`src/rtl/mem_rmw_arbiter.sv`:
```
// Two-requester arbiter in front of a small register-file memory.
// Each grant runs an atomic read-modify-write and returns the pre-op word.
module mem_rmw_arbiter #(
    parameter int WIDTH  = 32,
    parameter int DEPTH  = 8,
    parameter int ADDR_W = $clog2(DEPTH)
) (
    input  logic              clk,
    input  logic              reset_n,
    input  logic              io_req0_valid,
    output logic              io_req0_ready,
    input  logic [ADDR_W-1:0] io_req0_addr,
    input  logic [1:0]        io_req0_op,
    input  logic [WIDTH-1:0]  io_req0_data,
    input  logic              io_req1_valid,
    output logic              io_req1_ready,
    input  logic [ADDR_W-1:0] io_req1_addr,
    input  logic [1:0]        io_req1_op,
    input  logic [WIDTH-1:0]  io_req1_data,
    output logic              io_resp_valid,
    output logic              io_resp_id,
    output logic [WIDTH-1:0]  io_resp_data,
    output logic              io_busy
);

    typedef enum logic [1:0] {
        ST_IDLE  = 2'd0,
        ST_READ  = 2'd1,
        ST_WRITE = 2'd2
    } state_t;

    localparam logic [1:0] OP_READ  = 2'b00;
    localparam logic [1:0] OP_WRITE = 2'b01;
    localparam logic [1:0] OP_ADD   = 2'b10;
    localparam logic [1:0] OP_XOR   = 2'b11;

    state_t             state_reg;
    state_t             state_next;
    logic               prio_reg;       // requester favoured on the next tie
    logic               grant0;
    logic               grant1;
    logic [ADDR_W-1:0]  addr_reg;
    logic [1:0]         op_reg;
    logic [WIDTH-1:0]   data_reg;
    logic               id_reg;
    logic [WIDTH-1:0]   old_reg;
    logic [WIDTH-1:0]   new_value;
    logic [WIDTH-1:0]   mem_reg [DEPTH];
    logic               resp_valid_reg;
    logic               resp_id_reg;
    logic [WIDTH-1:0]   resp_data_reg;

    always_ff @(posedge clk or negedge reset_n) begin
        if (!reset_n) begin
            state_reg <= ST_IDLE;
        end else begin
            state_reg <= state_next;
        end
    end

    always_comb begin
        state_next = state_reg;
        grant0     = 1'b0;
        grant1     = 1'b0;
        case (state_reg)
            ST_IDLE: begin
                if (io_req0_valid && io_req1_valid) begin
                    grant0 = ~prio_reg;
                    grant1 = prio_reg;
                end else begin
                    grant0 = io_req0_valid;
                    grant1 = io_req1_valid;
                end
                if (grant0 || grant1) begin
                    state_next = ST_READ;
                end
            end
            ST_READ:  state_next = ST_WRITE;
            ST_WRITE: state_next = ST_IDLE;
            default:  state_next = ST_IDLE;
        endcase
    end

    // Readies are combinational from valid but forced low while reset is held.
    assign io_req0_ready = reset_n && grant0;
    assign io_req1_ready = reset_n && grant1;
    assign io_busy       = (state_reg != ST_IDLE);

    always_ff @(posedge clk or negedge reset_n) begin
        if (!reset_n) begin
            prio_reg <= 1'b0;
            addr_reg <= '0;
            op_reg   <= OP_READ;
            data_reg <= '0;
            id_reg   <= 1'b0;
        end else if (grant0 || grant1) begin
            prio_reg <= grant0;
            addr_reg <= grant1 ? io_req1_addr : io_req0_addr;
            op_reg   <= grant1 ? io_req1_op   : io_req0_op;
            data_reg <= grant1 ? io_req1_data : io_req0_data;
            id_reg   <= grant1;
        end
    end

    always_ff @(posedge clk or negedge reset_n) begin
        if (!reset_n) begin
            old_reg <= '0;
        end else if (state_reg == ST_READ) begin
            old_reg <= mem_reg[addr_reg];
        end
    end

    always_comb begin
        new_value = old_reg;
        case (op_reg)
            OP_READ:  new_value = old_reg;
            OP_WRITE: new_value = data_reg;
            OP_ADD:   new_value = old_reg + data_reg;
            OP_XOR:   new_value = old_reg ^ data_reg;
            default:  new_value = old_reg;
        endcase
    end

    // One write path; every word is cleared on reset so it lives in flops.
    generate
        for (genvar gi = 0; gi < DEPTH; gi++) begin : g_word
            always_ff @(posedge clk or negedge reset_n) begin
                if (!reset_n) begin
                    mem_reg[gi] <= '0;
                end else if (state_reg == ST_WRITE && op_reg != OP_READ
                             && addr_reg == ADDR_W'(gi)) begin
                    mem_reg[gi] <= new_value;
                end
            end
        end
    endgenerate

    always_ff @(posedge clk or negedge reset_n) begin
        if (!reset_n) begin
            resp_valid_reg <= 1'b0;
            resp_id_reg    <= 1'b0;
            resp_data_reg  <= '0;
        end else begin
            resp_valid_reg <= (state_reg == ST_WRITE);
            if (state_reg == ST_WRITE) begin
                resp_id_reg   <= id_reg;
                resp_data_reg <= old_reg;
            end
        end
    end

    assign io_resp_valid = resp_valid_reg;
    assign io_resp_id    = resp_id_reg;
    assign io_resp_data  = resp_data_reg;

endmodule

```
`config.mk`:
```
export PLATFORM = sky130hd
export DESIGN_NAME = mem_rmw_arbiter
export DESIGN_NICKNAME = d
export VERILOG_FILES = /design/src/rtl/mem_rmw_arbiter.sv
export SDC_FILE = /design/constraint.sdc
export NUM_CORES = 1
export LEC_CHECK = 0
export ABC_AREA = 1
export CAP_MARGIN = 30
export CORE_ASPECT_RATIO = 0.75
export CORE_MARGIN = 1
export CORE_UTILIZATION = 50
export DETAILED_ROUTE_END_ITERATION = 8
export PLACE_DENSITY = 0.66
export SLEW_MARGIN = 15
export SYNTH_ARGS = -nofsm -noshare
export SYNTH_HDL_FRONTEND = slang
export SYNTH_SLANG_ARGS = --single-unit
```
`constraint.sdc`:
```
create_clock -name clk -period 3.25 [get_ports clk]
set_input_delay 0.65 -clock clk [delete_from_list [all_inputs] [get_ports clk]]
set_output_delay 0.65 -clock clk [all_outputs]
set_load 0.1 [all_outputs]
```
**Yosys cells after proc, flatten, opt, wreduce, memory -nomap -nowiden**

Index checks and enable logic that the tools add are counted.

- Register bits: 363
- Input bits: 78
- Output and inout bits: 37
- Logic and storage cells: 70

- Add/sub/neg operators: 1
- Order comparisons: 1
- Eq/ne operators: 13
- Muxes and demuxes: 15
- Bitwise gates (word level): 3
- Reduce and logical (&&, ||, !) cells: 19

Operator list:

| operator | number |
|---|---|
| 32-bit one-hot mux with 4 select lines | 1 |
| 32-bit binary-select mux with 3-bit select | 1 |
| 32-bit 2-to-1 mux | 3 |
| 32-bit adder | 1 |
| 32-bit bitwise XOR | 1 |
| 3-bit equality test (second input constant) | 4 |
| 1-bit logical AND | 12 |
| 2-bit equality test (second input constant) | 3 |
| 3-bit by 2-bit equality test with 1-bit output (second input constant) | 2 |
| 1-bit 2-to-1 mux | 6 |
| 2-bit by 1-bit equality test with 1-bit output (second input constant) | 2 |
| 4-bit >= comparator (second input constant) | 1 |
| 2-bit logical NOT | 2 |
| 2-bit 2-to-1 mux | 2 |
| 3-bit NOT with 4-bit output | 1 |
| 2-bit one-hot mux with 2 select lines | 1 |
| 2-bit nonzero test | 2 |
| 3-bit by 1-bit equality test with 1-bit output (second input constant) | 1 |
| 3-bit logical NOT | 1 |
| 3-bit 2-to-1 mux | 1 |
| 1-bit logical OR | 2 |
| 2-bit != test (second input constant) | 1 |
| 1-bit NOT | 1 |

**Depth between registers and ports, before layout**

- Word-level depth: 6
- Gate-level depth with buffers: 17
- Gate-level depth less buffers: 17

**Worst setup path before layout**

No wires, ideal clock.

- Kind: input-to-output
- From: input io_req0_valid
- To: output io_req1_ready
- Arrival: 2,449 ps
- Data required time: 2,600 ps
- Slack: 151 ps
- Stages: 5
- Buffers on the path: 2
- Path through: nand2_1 -> nand3_1 -> clkbuf_1 -> clkbuf_1 -> nor2_1

- Cells in the longest elaborated chain, start to end: 5

RTL lines:

| element | RTL line | RTL |
|---|---|---|
| from (decl) | 10 | `input logic io_req0_valid,` |
| 1-bit logical AND | 67 | `if (io_req0_valid && io_req1_valid) begin` |
| 1-bit 2-to-1 mux | 67 |  |
| 1-bit 2-to-1 mux (2 in a row) | 65 | `case (state_reg)` |
| 1-bit logical AND | 86 | `assign io_req1_ready = reset_n && grant1;` |
| to (decl) | 16 | `output logic io_req1_ready,` |

No other way between the ends. The select of a mux whose other input is x is not followed.

**Worst setup path after layout**

- From: input reset_n
- To: output io_req1_ready

- Cells in the longest elaborated chain, start to end: 1

RTL lines:

| element | RTL line | RTL |
|---|---|---|
| from (decl) | 9 | `input logic reset_n,` |
| 1-bit logical AND | 86 |  |

No other way between the ends.

==> summary.txt <==
Run status
  • Status: finished, final reports clean

Place
  • Port bufs: 114
  • DP Wirelength: 42000 um
  • GPL Wtd Cong: approximately 1

Routing
  • Met3 WL post-DR: 4640 um
  • Antenna Nets Post-Route: 0
  • Top routing layer in use: met5
  • Pre-antenna DRT Iters: 5
  • Vias: about 18000
  • Routed WL: 64100 um
  • Wire length per cell: 20.5 um
  • DR WL met2: 27500 um
  • Via/cell ratio: 5.61
  • Met1 wire length: about 29000 um
  • Initial DRC count: 1633
  • DR DRC count: 0

STA
  • Tcrit/Tclk final: 0.837
  • Setup TNS: 0 ns
  • Tmin final: 2.72 ns
  • Slew Limit Fails: 0
  • RSZ-0062 raised after global routing: false
  • Final Hold Vio Count: 0
  • Achievable Freq: 368 MHz
  • Clk_skew: 0.0132 ns
  • Least-Margin Pin Slew: slightly above 1 ns
  • Hold_ws: 0.473 ns
  • Worst relative slew slack: 0.329
  • Final setup viols: 0

Floorplan
  • Row count: 61
  • DIE HEIGHT: 171 um
  • I/O Pins: 115
  • Die Area: around 39000 um2
  • Core ar.: roughly 37000 um2
  • Starting density of the core: 0.511
  • Die Wd: 227 um

Worst setup path
  • Crit path max-delay cell type: dlygate4sd3_1
  • Critical-path cell list: dlygate4sd3_1 > buf_8 > inv_1 > nor2_1 > buf_12
  • Critical Path AT: 2.07 ns
  • Critical Path RT: 2.60 ns
  • Critical path's largest stage delay: 0.57 ns
  • Crit end category: output pin
  • Buffers and inverters on the worst path: 4
  • CP Class: input pin to output pin
  • Family with the most delay on the worst path: buffers and inverters
  • Maximum fanout along the worst path: 31
  • Type of origin of the critical path: input pin

Synthesis
  • Synthesized flop and latch total: 363
  • Synth Cell Area: 19000 um2
  • Netlist cell types: 44
  • Gate Count Post-Synth: 2517
  • Yosys warns: 0
  • Post-Syn Nets: 2627
  • Synthesized area per cell: 7.55 um2
  • Register area share after synthesis: 0.478

Clock tree
  • CTS clk-pin slew, worst paths: 0.06 ns
  • Post-CTS sizing: 0
  • Total CTS buffers: 39
  • # Post-CTS Setup Buffers: 0
  • CTS H-tree lvls: 2
  • Clock latency on the worst-skew pair: 0.55 ns
  • CTS tree: yes
  • Clock sinks: 363
  • CTS Buffer Depth: 3
  • CTS root buf: clkbuf_16
  • Cts hold-fix bufs: 1

Finish
  • Most frequent cells in the layout: 1054 x nand2_1, 363 x dfrtp_1, 271 x inv_1
  • # nets final: 2703
  • # diodes: 0
  • Largest register FFs: 256
  • Synth-to-Final Area Change: 15.0%
  • Share of cells above drive strength 1: 0.0841
  • Most common cell after layout, fill and taps aside: nand2_1

Pwr
  • Int Power: 12.4 mW
  • Comb power frac: 0.516
  • Design Power: 24.5 mW
  • Leak: 11.2 nW
  • Max VDD drop: about 0.66 mV
  • Clk pwr share: 0.182
  • NetSw: 12.1 mW
  • Power density cells: 1120 nW/um2
  • Sw Ratio: 0.494
  • Seq pwr share: 0.301

GRT
  • Initial antenna violation count: 1
  • Grt total ovfl: 0
  • Overall routing resource usage: 0.339
  • First-pass GRT wire length: roughly 99000 um
  • Largest net degree at the start of global routing: 172
  • Number of global-route vias before repair: 17000

Worst hold path
  • Hold Crit Class: flip-flop to flip-flop

Run
  • Max-cap viol count: 0
per-stage QoR:
step / utilization / std cells / instance area, um2 / setup slack (ns)
2_1_floorplan: - / 2517 / 19000 / 0.151
3_3_place_gp: 0.551 / 3053 / 20500 / 0.669
3_5_place_dp: 0.552 / 3054 / 20600 / 0.589
4_1_cts: 0.586 / 3120 / 21800 / 0.531
5_1_grt: 0.587 / 3121 / 21900 / 0.438
6_report: 0.587 / 3121 / 21900 / 0.529
cell families after synthesis:
logic type      after synthesis  synth area share
xor+xnor                      2          0.000921
flops                       363             0.478
fa+ha+maj                    32            0.0215
simple gates               1302             0.281
compound gates              405             0.130
buf+inv                     413            0.0886
cells in the mapped netlist (all sizes together):
| master | n | area [um2] |
|---|---|---|
| xor2 | 1 | 8.76 |
| nand3b | 4 | 37.5 |
| fa | 1 | 20.0 |
| xnor2 | 1 | 8.76 |
| a221oi | 14 | 123 |
| nor2 | 67 | 347 |
| a21o | 3 | 22.5 |
| nand4 | 34 | 219 |
| clkbuf | 49 | 184 |
| nor4 | 1 | 6.26 |
| nor3 | 8 | 45.0 |
| o311ai | 2 | 17.5 |
| nand2 | 1068 | 4040 |
| o22ai | 36 | 225 |
| o221ai | 9 | 116 |
| a21oi | 41 | 213 |
| o211ai | 18 | 145 |
| ha | 31 | 388 |
| buf | 72 | 399 |
| o21bai | 6 | 71.3 |
| dfrtp | 363 | 9080 |
| inv | 292 | 1100 |
| nand3 | 120 | 646 |
| o21ai | 213 | 1070 |
| o2111ai | 4 | 35.0 |
| a22oi | 59 | 443 |
layer usage:
metal | global-route usage | vias to the layer above
met4 | 0.130 | 2
met2 | 0.508 | 704
li1 | - | 8191
met5 | 0 | -
met3 | 0.0433 | 127
met1 | 0.499 | 8481
worst paths after layout:
path                                          startpoint                      endpoint  slack [ns]  depth (start not counted)
worst min-delay path            mem_reg[192]$_DFFE_PN0P_      mem_reg[192]$_DFFE_PN0P_        0.47                          2
worst min register to register  mem_reg[192]$_DFFE_PN0P_      mem_reg[192]$_DFFE_PN0P_        0.47                          2
worst max register to register  data_reg[12]$_DFFE_PN0P_      mem_reg[158]$_DFFE_PN0P_        0.60                         14
worst max-delay path                             reset_n                 io_req1_ready        0.53                          5
max in group asynchronous                        reset_n      mem_reg[174]$_DFFE_PN0P_        1.37                          3
min in group asynchronous                        reset_n  io_resp_data[27]$_DFFE_PN0P_        0.58                          2
power by group through the flow:
stage               clock (mW)  sequential [mW]  combinational, mW
floorplan                    0             8.07               7.70
global placement             0             7.38               12.3
detailed placement           0             7.42               12.5
CTS                       4.52             7.37               12.5
global route              4.69             7.57               13.8
finish                    4.47             7.39               12.7
worst reg2reg max path, stage by stage (launching register included):
cell	delay, ns
dfrtp_1	0.43
ha_1	0.38
nand2_1	0.13
nor2_1	0.36
nand2_1	0.13
nand2_1	0.17
nand2_1	0.09
nand2_1	0.20
nand2_1	0.14
nand2_1	0.08
nand2_1	0.05
nand3_1	0.09
nand2_2	0.13
nand2_1	0.09
nand2_1	0.05
layout make-up:
type,count,area (um2)
Clock buffer,57,1140
Clock inverter,8,115
Fill cell,3513,15400
Inverter,292,1100
Multi-Input combinational cell,1741,8290
Sequential cell,363,9080
Tap cell,504,631
Timing Repair Buffer,156,1500
Power figures use the tool's default switching activity.
